`src/rtl/tdc_ctrl_pkg.sv`:
```
// Shared types and event-word layout for the TDC conversion sequencer.
// Flag vectors are ordered {Cal,TOA,TOT} everywhere.
package tdc_ctrl_pkg;

   typedef enum logic [2:0] {
      IDLE      = 3'd0,
      LATCH_RAW = 3'd1,
      SETTLE    = 3'd2,
      LATCH_ENC = 3'd3,
      CAPTURE   = 3'd4
   } seqState_t;

   localparam int EVT_W      = 32;
   localparam int CAL_LSB    = 0;
   localparam int TOA_LSB    = 10;
   localparam int TOT_LSB    = 20;
   localparam int TOTERR_BIT = 29;
   localparam int TOAERR_BIT = 30;
   localparam int CALERR_BIT = 31;

   localparam int FLAG_TOT = 0;
   localparam int FLAG_TOA = 1;
   localparam int FLAG_CAL = 2;

   // The {Cal,TOA,TOT} flag order maps straight onto bits 31..29.
   function automatic logic [EVT_W-1:0] packEvent(input logic [2:0] flags,
                                                  input logic [8:0] tot,
                                                  input logic [9:0] toa,
                                                  input logic [9:0] cal);
      return {flags, tot, toa, cal};
   endfunction

endpackage

```
`src/rtl/tdc_evt_fifo.sv`:
```
// Synchronous event FIFO with wrap-bit pointers; a pop frees a slot for a
// push in the same cycle even when full.
module tdc_evt_fifo #(
   parameter int DEPTH = 4,
   parameter int WIDTH = 32
) (
   input  logic             CtrlClk,
   input  logic             ResetFlag,
   input  logic             push,
   input  logic             pop,
   input  logic [WIDTH-1:0] wrData,
   output logic [WIDTH-1:0] rdData,
   output logic             full,
   output logic             empty
);

   localparam int AW = $clog2(DEPTH);
   localparam logic [AW:0] PTR_ONE = (AW+1)'(1);

   logic [AW:0]      wrPtr_r;
   logic [AW:0]      rdPtr_r;
   logic [WIDTH-1:0] mem_r [DEPTH];
   logic             doPush_s;
   logic             doPop_s;

   assign empty    = (wrPtr_r == rdPtr_r);
   assign full     = (wrPtr_r[AW] != rdPtr_r[AW]) && (wrPtr_r[AW-1:0] == rdPtr_r[AW-1:0]);
   assign doPop_s  = pop & ~empty;
   assign doPush_s = push & (~full | doPop_s);
   assign rdData   = mem_r[rdPtr_r[AW-1:0]];

   // Pointer and storage update; storage is cleared so the head reads zero after reset.
   always_ff @(posedge CtrlClk or negedge ResetFlag) begin
      if (!ResetFlag) begin
         wrPtr_r <= '0;
         rdPtr_r <= '0;
         for (int i = 0; i < DEPTH; i++) begin
            mem_r[i] <= '0;
         end
      end else begin
         if (doPush_s) begin
            mem_r[wrPtr_r[AW-1:0]] <= wrData;
            wrPtr_r                <= wrPtr_r + PTR_ONE;
         end
         if (doPop_s) begin
            rdPtr_r <= rdPtr_r + PTR_ONE;
         end
      end
   end

endmodule

```
`src/rtl/tdc_conversion_sequencer.sv`:
```
// Drives one raw-latch / settle / encoded-latch conversion per accepted hit,
// queues the encoded result and keeps slow-control hit/drop/error counters.
module tdc_conversion_sequencer
   import tdc_ctrl_pkg::*;
#(
   parameter int FIFO_DEPTH = 4,
   parameter int CNT_W      = 8
) (
   input  logic             CtrlClk,
   input  logic             ResetFlag,
   input  logic             hitIn,
   input  logic [2:0]       settleCycles,
   input  logic [2:0]       errMask,
   input  logic [8:0]       TOT_code,
   input  logic [9:0]       TOA_code,
   input  logic [9:0]       Cal_code,
   input  logic             TOTerrorFlag,
   input  logic             TOAerrorFlag,
   input  logic             CalerrorFlag,
   output logic             rawLatchEn,
   output logic             encLatchEn,
   output logic             busy,
   output logic [31:0]      outData,
   output logic             outValid,
   input  logic             outReady,
   output logic [15:0]      hitCount,
   output logic [CNT_W-1:0] dropCount,
   output logic [CNT_W-1:0] errCount
);

   localparam logic [CNT_W-1:0] CNT_ONE = {{(CNT_W-1){1'b0}}, 1'b1};
   localparam logic [CNT_W-1:0] CNT_MAX = {CNT_W{1'b1}};

   seqState_t        state_r;
   logic [2:0]       settleCnt_r;
   logic             rawLatchEn_r;
   logic             encLatchEn_r;
   logic             busy_r;
   logic [15:0]      hitCount_r;
   logic [CNT_W-1:0] dropCount_r;
   logic [CNT_W-1:0] errCount_r;

   logic [2:0]       flags_s;
   logic             capture_s;
   logic             accept_s;
   logic             errHit_s;
   logic             pop_s;
   logic             push_s;
   logic             busyDrop_s;
   logic             capDrop_s;
   logic             fifoFull_s;
   logic             fifoEmpty_s;
   logic [EVT_W-1:0] evtWord_s;

   assign flags_s    = {CalerrorFlag, TOAerrorFlag, TOTerrorFlag};
   assign capture_s  = (state_r == CAPTURE);
   assign accept_s   = hitIn & (state_r == IDLE);
   assign busyDrop_s = hitIn & (state_r != IDLE);
   assign errHit_s   = capture_s & (|(flags_s & errMask));
   assign pop_s      = outReady & ~fifoEmpty_s;
   assign push_s     = capture_s & ~errHit_s;
   assign capDrop_s  = push_s & fifoFull_s & ~pop_s;
   assign evtWord_s  = packEvent(flags_s, TOT_code, TOA_code, Cal_code);

   // Conversion FSM with registered strobes and busy.
   always_ff @(posedge CtrlClk or negedge ResetFlag) begin
      if (!ResetFlag) begin
         state_r      <= IDLE;
         settleCnt_r  <= 3'd0;
         rawLatchEn_r <= 1'b0;
         encLatchEn_r <= 1'b0;
         busy_r       <= 1'b0;
      end else begin
         rawLatchEn_r <= 1'b0;
         encLatchEn_r <= 1'b0;
         case (state_r)
            IDLE: begin
               if (hitIn) begin
                  settleCnt_r  <= settleCycles;
                  rawLatchEn_r <= 1'b1;
                  busy_r       <= 1'b1;
                  state_r      <= LATCH_RAW;
               end else begin
                  busy_r <= 1'b0;
               end
            end
            LATCH_RAW: begin
               busy_r <= 1'b1;
               if (settleCnt_r != 3'd0) begin
                  state_r <= SETTLE;
               end else begin
                  encLatchEn_r <= 1'b1;
                  state_r      <= LATCH_ENC;
               end
            end
            SETTLE: begin
               busy_r      <= 1'b1;
               settleCnt_r <= settleCnt_r - 3'd1;
               // A zero count here cannot happen normally; exit rather than wrap.
               if (settleCnt_r <= 3'd1) begin
                  encLatchEn_r <= 1'b1;
                  state_r      <= LATCH_ENC;
               end else begin
                  state_r <= SETTLE;
               end
            end
            LATCH_ENC: begin
               busy_r  <= 1'b1;
               state_r <= CAPTURE;
            end
            CAPTURE: begin
               busy_r  <= 1'b0;
               state_r <= IDLE;
            end
            default: begin
               busy_r  <= 1'b0;
               state_r <= IDLE;
            end
         endcase
      end
   end

   // Slow-control counters; a busy drop and a capture drop together count once.
   always_ff @(posedge CtrlClk or negedge ResetFlag) begin
      if (!ResetFlag) begin
         hitCount_r  <= 16'd0;
         dropCount_r <= '0;
         errCount_r  <= '0;
      end else begin
         if (accept_s) begin
            hitCount_r <= hitCount_r + 16'd1;
         end
         if ((busyDrop_s | capDrop_s) && (dropCount_r != CNT_MAX)) begin
            dropCount_r <= dropCount_r + CNT_ONE;
         end
         if (errHit_s && (errCount_r != CNT_MAX)) begin
            errCount_r <= errCount_r + CNT_ONE;
         end
      end
   end

   tdc_evt_fifo #(
      .DEPTH (FIFO_DEPTH),
      .WIDTH (EVT_W)
   ) uFifo (
      .CtrlClk   (CtrlClk),
      .ResetFlag (ResetFlag),
      .push      (push_s),
      .pop       (pop_s),
      .wrData    (evtWord_s),
      .rdData    (outData),
      .full      (fifoFull_s),
      .empty     (fifoEmpty_s)
   );

   assign rawLatchEn = rawLatchEn_r;
   assign encLatchEn = encLatchEn_r;
   assign busy       = busy_r;
   assign outValid   = ~fifoEmpty_s;
   assign hitCount   = hitCount_r;
   assign dropCount  = dropCount_r;
   assign errCount   = errCount_r;

endmodule

```
`config.mk`:
```
export PLATFORM = sky130hd
export DESIGN_NAME = tdc_conversion_sequencer
export DESIGN_NICKNAME = d
export VERILOG_FILES = /design/src/rtl/tdc_ctrl_pkg.sv /design/src/rtl/tdc_evt_fifo.sv /design/src/rtl/tdc_conversion_sequencer.sv
export SDC_FILE = /design/constraint.sdc
export NUM_CORES = 1
export LEC_CHECK = 0
export ABC_AREA = 1
export CAP_MARGIN = 20
export CORE_AREA = 3 3 130 119
export DETAILED_ROUTE_END_ITERATION = 6
export DIE_AREA = 0 0 133 122
export PLACE_DENSITY = 0.84
export SKIP_LAST_GASP = 1
export SLEW_MARGIN = 20
export SYNTH_ARGS = -nofsm -noshare
export SYNTH_HDL_FRONTEND = slang
export SYNTH_SLANG_ARGS = --single-unit
```
`constraint.sdc`:
```
create_clock -name CtrlClk -period 4.1 [get_ports CtrlClk]
set_input_delay 0.615 -clock CtrlClk [delete_from_list [all_inputs] [get_ports CtrlClk]]
set_output_delay 0.615 -clock CtrlClk [all_outputs]
set_load 0.02 [all_outputs]
```
Word-level counts from Yosys, hierarchy flattened
Index checks and enable logic that the tools add are counted.
{ "totals": {"word_cells": 81, "mem_bits_ro": 0, "ff_bits": 175, "in_bits": 42, "mem_bits_rw": 0, "memories": 0, "out_inout_bits": 68, "latch_bits": 0} }
{ "op_classes": {"n_div": 0, "muxes": 18, "bitwise_logic": 18, "add_sub_neg": 6, "eq_ne": 10, "magnitude_cmp": 4, "multipliers": 0, "reduce_logical": 11, "n_shift": 0} }
{ "ops": {"columns": ["op", "n"], "rows": [
  ["$bwmux 128", 1],
  ["$mux 32", 3],
  ["$bmux 32 s2", 1],
  ["$demux 32 s2", 1],
  ["$add 16x1->16 const B", 1],
  ["$add 8x1->8 const B", 2],
  ["$ne 8x8->1 const B", 2],
  ["$pmux 3 s4", 1],
  ["$and 1x1->1", 9],
  ["$add 3x1->3 const B", 2],
  ["$eq 3x2->1 const B", 2],
  ["$ge 3x3->1 const B", 2],
  ["$mux 1", 6],
  ["$mux 3", 2],
  ["$not 2->3", 2],
  ["$pmux 3 s2", 1],
  ["$reduce_bool 3->1", 2],
  ["$reduce_or 3->1", 2],
  ["$logic_and 1x1->1", 4],
  ["$not 1->1", 4],
  ["$pmux 1 s2", 2],
  ["$and 3x3->3", 1],
  ["$eq 3x1->1 const B", 1],
  ["$eq 3x3->1", 1],
  ["other kinds (11)", 12]
]} }

Longest topological paths before layout
Gate-level depths: netlist (run 1).
{ "depth": {"depth_word": 9, "ltp_mapped": 11, "ltp_nobuf": 10} }

By module
Synthesis (run 1) repeated with hierarchy kept, for this count alone.
{ "unflattened": {"cells_unflattened": 1085, "hier_area_um2": 8783.4} }
{ "by_module_without_submodules": {"columns": ["mod", "instances", "area_per_inst_um2", "seq_area_each_um2", "cells_each"], "rows": [
  ["tdc_evt_fifo", 1, 6475.0, 3353.2, 802],
  ["tdc_conversion_sequencer", 1, 2308.5, 1026.0, 283]
]} }

Worst setup path before layout (run 1)
No wires, ideal clock.
{ "synth_timing": {"kind": "register to output", "start": "register uFifo.rdPtr_r[0]", "end": "output port outData[22]", "arrival_time_ps": 1452, "required_time_ps": 3485, "path_slack_ps": 2033, "path_stages_with_launch": 6, "cell_sequence": "dfrtp_1 > inv_1 > clkbuf_1 > clkbuf_1 > nor2_1 > o22ai_1"} }
{ "synth_between": {"elab_chain_cells": 4} }
{ "synth_lines": {"columns": ["element", "line", "source"], "rows": [
  ["start: declaration", "tdc_evt_fifo.sv:21", "logic [AW:0] rdPtr_r;"],
  ["start signal: assignment", "tdc_evt_fifo.sv:46", "rdPtr_r <= rdPtr_r + PTR_ONE;"],
  ["$not 2->3 (not written as such)", "tdc_evt_fifo.sv:30", "assign rdData = mem_r[rdPtr_r[AW-1:0]];"],
  ["$bmux 32 s2", "tdc_evt_fifo.sv:30", null],
  ["$mux 32 (not written as such) (2 in a row)", "tdc_evt_fifo.sv:30", null],
  ["end: declaration", "tdc_conversion_sequencer.sv:23", "output logic [31:0] outData,"]
]} }
No other way between the ends. The select of a mux whose other input is x is not followed.

Final worst setup path (run 1)
{ "layout_timing": {"start": "register uFifo.rdPtr_r[0]", "end": "output port outData[4]"} }
Same word-level chain as after synthesis.

==> impl_metrics.env, run 1 <==
export IMPL_n_antenna_cell=0
export IMPL_ir_worst_vdd_mv=0.393
export IMPL_layout_nets=1173
export IMPL_final_setup_skew_ns=0.00731
export IMPL_grt_pass1_vias=6952
export IMPL_drv_cap=0
export IMPL_io_pins=110
export IMPL_synth_nets=1098
export IMPL_synth_main_ff_cell="dfrtp_1"
export IMPL_final_cell_mix="nand2_1, dfrtp_1, nand3_1"
export IMPL_fmaxAchievable_mhz=309
export IMPL_fin_hold_ws_ns=0.161
export IMPL_die_area_um2=16200
export IMPL_critPathCaptureType="output port"
export IMPL_cp_start_kind="register"
export IMPL_hp_class="input port to asynchronous set/reset pin"
export IMPL_outcome="completed"
export IMPL_placed_area_um2=9550
export IMPL_cts_clk_slew_worst_paths_ns=0.06
export IMPL_met2_usage_pct=42.0
export IMPL_grt_pass1_wl_um=34900
export IMPL_grt_remaining_overflow=0
export IMPL_grt_use_met1_pct=37.9
export IMPL_drive_gt1_share_pct=5.65
export IMPL_syn_to_final_growth_pct=19.5
export IMPL_die_w_um=133
export IMPL_synth_edf_count=0
export IMPL_powerDensity_nw_per_um2=722
export IMPL_cts_hold_buf=0
export IMPL_nFillCells=1087
export IMPL_io_buffers=109
export IMPL_dr_pass1_iters=5
export IMPL_rows=41
export IMPL_synth_area_top_cells="dfrtp_1, nand2_1, nand3_1, o21ai_0, nor2_1"
export IMPL_crit_required_ns=3.48
export IMPL_htreeDepth=4
export IMPL_die_h_um=122
export IMPL_fin_tns_setup_ns=0
export IMPL_cpLargestDelayFamily="buffers and inverters"
export IMPL_hold_violations=0
export IMPL_crit_path_top_delay_cell="clkdlybuf4s50_1"
export IMPL_setup_viol=0
export IMPL_postRouteAntennaNets=0
export IMPL_avgSynthCellArea_um2=8.10
export IMPL_cts_tree="yes"
export IMPL_synthCells=1045
export IMPL_fin_crit_sh_pct=78.9
export IMPL_initial_core_util_pct=60.0
export IMPL_max_slew_margin_rel_pct=46.1
export IMPL_period_needed_ns=3.24
export IMPL_slew_violations=0
export IMPL_syn_cell_area_um2=8470
export IMPL_clk_latency_ns=0.43
export IMPL_routed_wl_um=21200
export IMPL_clk_path_buf_depth=2
export IMPL_crit_type="register to output port"
export IMPL_synthDistinctLibCells=30
export IMPL_cts_root_buf="clkbuf_16"
export IMPL_gr_usage_met3_pct=5.08
export IMPL_dp_hpwl_um=12300
export IMPL_yosys_warnings=0
export IMPL_busiest_layer="met2"
export IMPL_cp_max_fo=31
export IMPL_path_cells="inv_2, buf_4, o21ai_0, o22ai_1, clkdlybuf4s50_1"
export IMPL_p_leak_nw=5.10
export IMPL_synth_top_cell_area_share_pct=51.7
export IMPL_synth_top_area_cell="dfrtp_1"
export IMPL_vias_per_cell=5.59
export IMPL_worst_slew_pin_transition_ns=0.806
export IMPL_cts_made_buffers=17
export IMPL_design_core_area_um2=14100
export IMPL_yosysSeqAreaShare_pct=51.7
export IMPL_async_flop_share_pct=100
export IMPL_gp_congestion=0.797
export IMPL_worstPathArrival_ns=2.62
export IMPL_grt_max_degree=68
export IMPL_vias=7413
export IMPL_ys_ff_latch=175
export IMPL_post_cts_buffers=0
export IMPL_critPathMaxStageDelay_ns=0.66
export IMPL_final_common_cell="nand2_1"
export IMPL_antenna_found_initial=0
export IMPL_drc=0
export IMPL_gr_usage_all_layers_pct=26.7
export IMPL_post_cts_resized=0
export IMPL_drtIter0Drc=726
export IMPL_rsz0062_at_grt="no"
export IMPL_critPathBufInv=3
export IMPL_cts_num_sinks=175
export IMPL_wl_per_cell_um=16.0
export IMPL_postLayoutCellArea_um2=10100
==> cell families (layout without fill, tap and decap cells) <==
kind of cell | after synthesis | after routing | share of synthesized area (%)
buffers and inverters | 104 | 192 | 5.94
AO/OA/AOI/OAI | 112 | 112 | 7.24
flip-flops | 175 | 175 | 51.7
AND/OR/NAND/NOR | 619 | 619 | 31.0
adder cells (fa/ha/maj) | 11 | 11 | 1.63
XOR/XNOR | 24 | 24 | 2.48
==> per-layer routing <==
| metal | part of all wire [%] | vias up |
|---|---|---|
| met5 | 0 | - |
| met4 | 1.5 | 0 |
| met3 | 6.8 | 24 |
| met2 | 48 | 299 |
| met1 | 44 | 3537 |
| li1 | - | 3553 |
==> cell usage after synthesis, types with 3 or more instances <==
master / instances
dfrtp_1: 175
nand2_2: 6
nor2_1: 85
nor3_1: 7
o22ai_1: 32
clkbuf_1: 28
nand4_1: 8
o21ai_0: 73
nand3_1: 141
ha_1: 11
nand2_1: 357
a21oi_1: 3
xor2_1: 18
buf_2: 16
xnor2_1: 6
buf_4: 4
nand3_2: 10
buf_6: 10
buf_1: 7
inv_1: 36
==> final timing paths <==
check,from,to,slack (ns),cells past startpoint
max,uFifo.rdPtr_r[0],outData[4],0.86,5
min,ResetFlag,uFifo.mem_r[96],0.16,1
max reg2reg,uFifo.rdPtr_r[0],uFifo.mem_r[1],1.46,10
min reg2reg,uFifo.mem_r[83],uFifo.mem_r[83],0.47,2
max in group asynchronous,ResetFlag,uFifo.mem_r[10],2.90,2
min in group CtrlClk,uFifo.mem_r[83],uFifo.mem_r[83],0.47,2
==> metrics by stage <==
step | instances | utilization (%) | setup slack (ns) | total power (W)
floorplan | 1045 | - | 2.03 | 0.00448
global placement | 1294 | 67.7 | 1.28 | 0.00568
detailed placement | 1294 | 67.7 | 1.22 | 0.00574
CTS | 1326 | 71.7 | 0.910 | 0.00731
global route | 1326 | 71.7 | 0.744 | 0.00777
finish | 1326 | 71.7 | 0.864 | 0.00731
==> flip-flops by register name, summed over array words and instances (netlist names) <==
signal         count
encLatchEn         1
uFifo.wrPtr_r      3
uFifo.rdPtr_r      3
busy               1
hitCount          16
errCount           8
settleCnt_r        3
uFifo.mem_r      128
dropCount          8
state_r            3
rawLatchEn         1
==> power by group <==
part           switching, W  internal [W]  leakage (nW)
Combinational       0.00201       0.00122          2.48
Clock              0.000644      0.000916         0.277
Sequential         0.000317       0.00220          2.34
==> cell type report <==
class	instances	area [um2]	share of cell area [%]
Tap cell	193	241	2.39
Timing Repair Buffer	121	1190	11.8
Multi-Input combinational cell	766	3590	35.4
Clock buffer	27	513	5.07
Sequential cell	175	4380	43.3
Clock inverter	5	52.6	0.519
Inverter	39	149	1.47
==> worst register-to-register path, cell delays in order (launching register included) <==
cell and delay, ns:
dfrtp_2 0.36, buf_4 0.56, nand2_1 0.12, nand2_1 0.09, nor2_2 0.05, nand2_1 0.07, nand2_2 0.08, inv_4 0.30
nand2_2 0.58, nand2_1 0.23, nand2_1 0.08
(Power assumes the default switching activity.)
==> run 2: changes to the inputs <==
CORE_AREA = 3 3 134 123   (was 3 3 130 119)
DIE_AREA = 0 0 137 126   (was 0 0 133 122)
PLACE_DENSITY = 0.8   (was 0.84)
clock period = 3.3 ns   (was 4.1 ns; I/O delays follow)
==> run 2 against run 1 <==
Net effect: register-to-register slack lost 0.81 ns; via count down 0.51%; worst setup slack worse by 0.59 ns; hold slack worse by 0.11 ns; count of clock-buffer cells in the layout fell by 7; combinational power rose by 25%; clock skew up 0.0013 ns; global-route usage shrank 1.5 points; flip-flop and latch count did not move; clock power up 40%; cell count up 0.60%; critical path depth is 1 lower.
==> impl_metrics.env, run 2 (synthesis gave the netlist of run 1 again) <==
export IMPL_met1Wirelength_um=9390
export IMPL_largest_reg_flops=128
export IMPL_wl_met2_um=10000
export IMPL_slew_violations=0
export IMPL_cts_clk_slew_worst_paths_ns=0.06
export IMPL_antenna_found_initial=0
export IMPL_cp_max_fo=66
export IMPL_die_h_um=126
export IMPL_worst_slew_pin_transition_ns=0.785
export IMPL_p_leak_nw=5.14
export IMPL_design_core_area_um2=15300
export IMPL_initial_core_util_pct=55.4
export IMPL_drv_cap=0
export IMPL_nFillCells=1284
export IMPL_cts_made_buffers=17
export IMPL_hold_violations=0
export IMPL_clk_latency_ns=0.42
export IMPL_clk_path_buf_depth=2
export IMPL_die_area_um2=17300
export IMPL_placed_area_um2=9590
export IMPL_crit_type="register to output port"
export IMPL_io_buffers=109
export IMPL_gr_usage_all_layers_pct=25.2
export IMPL_ir_worst_vdd_mv=0.478
export IMPL_postRouteAntennaNets=0
export IMPL_layout_nets=1173
export IMPL_fmaxAchievable_mhz=330
export IMPL_fin_ws_ns=0.270
export IMPL_period_needed_ns=3.03
export IMPL_post_cts_resized=0
export IMPL_gp_congestion=0.824
export IMPL_setup_viol=0
export IMPL_final_common_cell="nand2_1"
export IMPL_vias=7375
export IMPL_die_w_um=137
export IMPL_routed_wl_um=21100
export IMPL_drc=0
export IMPL_p_total_w=0.00934
export IMPL_vias_per_cell=5.53
export IMPL_grt_pass1_wl_um=35300
export IMPL_rows=43
export IMPL_grt_pass1_vias=7077
export IMPL_worstPathArrival_ns=2.53
export IMPL_cts_root_buf="clkbuf_16"
export IMPL_routed_top_layer="met4"
export IMPL_cts_num_sinks=175
export IMPL_rsz0062_at_grt="no"
export IMPL_cts_tree="yes"
export IMPL_post_cts_buffers=0
export IMPL_fin_hold_ws_ns=0.0470
export IMPL_wl_met3_um=1410
export IMPL_crit_required_ns=2.80
export IMPL_final_cell_mix="nand2_1, dfrtp_1, nand3_1"
export IMPL_postLayoutCellArea_um2=10200
export IMPL_io_pins=110
export IMPL_largest_register="uFifo.mem_r"
export IMPL_wl_per_cell_um=15.8
export IMPL_critPathCaptureType="output port"
export IMPL_max_slew_margin_rel_pct=47.5
export IMPL_grt_remaining_overflow=0
export IMPL_htreeDepth=4
export IMPL_cp_start_kind="register"
export IMPL_fin_tns_setup_ns=0
export IMPL_n_antenna_cell=0
export IMPL_powerDensity_nw_per_um2=913
export IMPL_fin_crit_sh_pct=91.8
export IMPL_dpl_worst_slack_ns=0.554
export IMPL_dr_pass1_iters=6
export IMPL_drtIter0Drc=640
export IMPL_cts_hold_buf=0
export IMPL_drive_gt1_share_pct=5.92
export IMPL_grt_max_degree=78
export IMPL_outcome="completed"
export IMPL_hp_class="input port to asynchronous set/reset pin"
export IMPL_dp_hpwl_um=12900
export IMPL_syn_to_final_growth_pct=20.8
export IMPL_final_setup_skew_ns=0.00863
## run 2: layer usage
metal / GRT usage [%] / up-vias
li1: - / 3545
met1: 37.1 / 3535
met2: 38.1 / 279
met3: 5.35 / 16
met4: 7.16 / 0
met5: 0 / -
## run 2: layout make-up
type | count | area, um2 | share of cell area (%)
clock buffer | 20 | 457 | 4.46
clock inverter | 11 | 188 | 1.83
inverter | 39 | 149 | 1.46
multi-input combinational | 766 | 3590 | 35.0
sequential | 175 | 4380 | 42.8
tap | 202 | 253 | 2.47
timing repair buffer | 121 | 1220 | 11.9
## run 2: worst paths after layout
kind	from	endpoint	slack, ns	cells past startpoint
max in group asynchronous	ResetFlag	uFifo.rdPtr_r[0]	2.35	2
worst min-delay path	ResetFlag	errCount[0]	0.05	1
worst max register to register	uFifo.rdPtr_r[0]	uFifo.mem_r[106]	0.65	11
worst max-delay path	uFifo.rdPtr_r[0]	outData[10]	0.27	4
min in group CtrlClk	uFifo.mem_r[86]	uFifo.mem_r[86]	0.47	2
worst min register to register	uFifo.mem_r[86]	uFifo.mem_r[86]	0.47	2
## run 2: power by group
| part | internal (W) | switching (W) | total, W |
|---|---|---|---|
| sequential | 0.00273 | 0.000394 | 0.00313 |
| combinational | 0.00153 | 0.00250 | 0.00403 |
| clock | 0.00138 | 0.000815 | 0.00219 |
| total | 0.00564 | 0.00370 | 0.00934 |
## run 2: per-stage QoR
step / utilization (%) / cells
after floorplan: - / 1045
after global placement: 62.7 / 1303
after detailed placement: 62.7 / 1303
after CTS: 67.0 / 1334
after global routing: 67.0 / 1334
final: 67.0 / 1334
## run 2: critical path: stages, from the launching register on
cell	delay [ns]
dfrtp_2	0.37
buf_4	0.55
o21ai_0	0.19
o22ai_1	0.31
clkdlybuf4s50_1	0.67
==> run 3: changes to the inputs <==
ABC_CLOCK_PERIOD_IN_PS = 3300   (was default)
GPL_TIMING_DRIVEN = 0   (was default)
==> run 3 against run 2 <==
Net effect: count of clock-buffer cells in the layout up 2; routed wire length up 8.2%; non-clock buffer count up 53; worst setup slack worse by 0.19 ns; die area did not move; clock skew down 0.0027 ns.
==> impl_metrics.env, run 3 (synthesis gave the netlist of run 1 again) <==
export IMPL_cts_root_buf="clkbuf_16"
export IMPL_cts_tree="yes"
export IMPL_p_int_w=0.00560
export IMPL_fin_crit_sh_pct=97.7
export IMPL_final_common_cell="nand2_1"
export IMPL_path_cells="inv_2, clkbuf_1, o21ai_0, o22ai_1, clkdlybuf4s50_1"
export IMPL_p_sw_w=0.00383
export IMPL_grt_pass1_wl_um=37200
export IMPL_cp_max_fo=10
export IMPL_vias=7684
export IMPL_dpl_worst_slack_ns=0.465
export IMPL_slew_violations=0
export IMPL_routed_wl_um=22800
export IMPL_fmaxAchievable_mhz=310
export IMPL_outcome="completed"
export IMPL_nFillCells=1266
export IMPL_hold_violations=0
export IMPL_design_core_area_um2=15300
export IMPL_drv_cap=0
export IMPL_fin_tns_setup_ns=0
export IMPL_largest_register="uFifo.mem_r"
export IMPL_period_needed_ns=3.22
export IMPL_cts_clk_slew_worst_paths_ns=0.06
export IMPL_die_h_um=126
export IMPL_gr_usage_all_layers_pct=27.5
export IMPL_postRouteAntennaNets=0
export IMPL_cp_start_kind="register"
export IMPL_post_cts_buffers=0
export IMPL_cts_hold_buf=0
export IMPL_place_inst=1357
export IMPL_clk_path_buf_depth=2
export IMPL_critPathMaxStageDelay_ns=0.67
export IMPL_cts_num_sinks=175
export IMPL_drive_gt1_share_pct=7.50
export IMPL_max_slew_margin_rel_pct=57.0
export IMPL_ir_worst_vdd_mv=0.550
export IMPL_drc=0
export IMPL_n_antenna_cell=0
export IMPL_io_pins=110
export IMPL_dr_pass1_iters=5
export IMPL_p_comb_share_pct=44.1
export IMPL_worst_slew_pin_transition_ns=0.644
export IMPL_io_buffers=109
export IMPL_final_setup_skew_ns=0.00590
export IMPL_largest_reg_flops=128
export IMPL_final_cell_mix="nand2_1, dfrtp_1, nand3_1"
export IMPL_die_area_um2=17300
export IMPL_instances_no_fill=1388
export IMPL_crit_type="register to output port"
export IMPL_swShare_pct=40.6
export IMPL_gp_congestion=0.865
export IMPL_initial_core_util_pct=55.4
export IMPL_dp_hpwl_um=15300
export IMPL_grt_max_degree=93
export IMPL_syn_to_final_growth_pct=23.6
export IMPL_crit_required_ns=2.80
export IMPL_seqPwrFrac_pct=33.3
export IMPL_grt_pass1_vias=7347
export IMPL_layout_nets=1226
export IMPL_wl_per_cell_um=16.4
export IMPL_hp_class="input port to asynchronous set/reset pin"
export IMPL_fin_ws_ns=0.0756
export IMPL_p_leak_nw=5.28
export IMPL_htreeDepth=4
export IMPL_cts_made_buffers=17
export IMPL_regArea_um2=4380
export IMPL_clk_latency_ns=0.43
export IMPL_die_w_um=137
export IMPL_rsz0062_at_grt="no"
export IMPL_grt_remaining_overflow=0
export IMPL_crit_path_top_delay_cell="clkdlybuf4s50_1"
export IMPL_worstPathArrival_ns=2.73
export IMPL_powerDensity_nw_per_um2=902
export IMPL_drtIter0Drc=658
export IMPL_clockPowerShare_pct=22.5
export IMPL_final_util_pct=68.5
export IMPL_rows=43
export IMPL_critPathCaptureType="output port"
export IMPL_vias_per_cell=5.54
export IMPL_setup_viol=0
export IMPL_antenna_found_initial=0
export IMPL_multiInputGateArea_um2=3590
## run 3: path summary, 6_finish.rpt
path | start | endpoint | slack (ns) | cells past startpoint
max | uFifo.rdPtr_r[1] | outData[13] | 0.08 | 5
min reg2reg | uFifo.mem_r[89] | uFifo.mem_r[89] | 0.47 | 2
max in group asynchronous | ResetFlag | uFifo.mem_r[1] | 2.40 | 2
min in group CtrlClk | uFifo.mem_r[89] | uFifo.mem_r[89] | 0.47 | 2
max reg2reg | uFifo.rdPtr_r[1] | uFifo.mem_r[3] | 1.36 | 11
min | ResetFlag | errCount[2] | 0.03 | 1
## run 3: routing by layer
metal / track usage (%) / share of wire (%) / up-vias
met5: 0 / 0 / -
met4: 7.39 / 1.5 / 0
met3: 6.27 / 7.9 / 28
met2: 42.3 / 47 / 335
met1: 39.5 / 44 / 3663
li1: - / - / 3658
## run 3: area by class of cell
type,count,share of cell area (%)
plain buffers,64,3.43
flip-flops and latches,175,41.8
inverters,39,1.42
clock inverters,10,1.54
clock buffers,22,4.34
well taps,202,2.42
repair buffers,110,10.7
multi-input cells,766,34.3
## run 3: what timing repair did
item | in CTS | in global routing
setup endpoints to repair | 3 | 17
gates resized for setup | 4 | 6
cloned | 0 | 0
## run 3: critical path: cells and delay by family, from the launching register on
family	cells	cell delay [ns]
buffers and inverters	3	1.30
flip-flops	1	0.51
AO/OA/AOI/OAI	2	0.48
## run 3: through the flow
| stage | cell area, um2 | power (W) | hold slack [ns] |
|---|---|---|---|
| after floorplan | 8470 | 0.00557 | 0.199 |
| after global placement | 9810 | 0.00719 | 0.448 |
| after detailed placement | 9840 | 0.00729 | 0.453 |
| after CTS | 10500 | 0.00945 | 0.0715 |
| after global routing | 10500 | 0.0100 | 0.0697 |
| final | 10500 | 0.00944 | 0.0308 |
## run 3: power groups by stage
stage / clock, W / sequential (W) / combinational (W)
after floorplan: 0 / 0.00318 / 0.00239
after global placement: 0 / 0.00314 / 0.00404
after detailed placement: 0 / 0.00316 / 0.00413
after CTS: 0.00215 / 0.00313 / 0.00416
after global routing: 0.00225 / 0.00321 / 0.00458
final: 0.00213 / 0.00315 / 0.00417
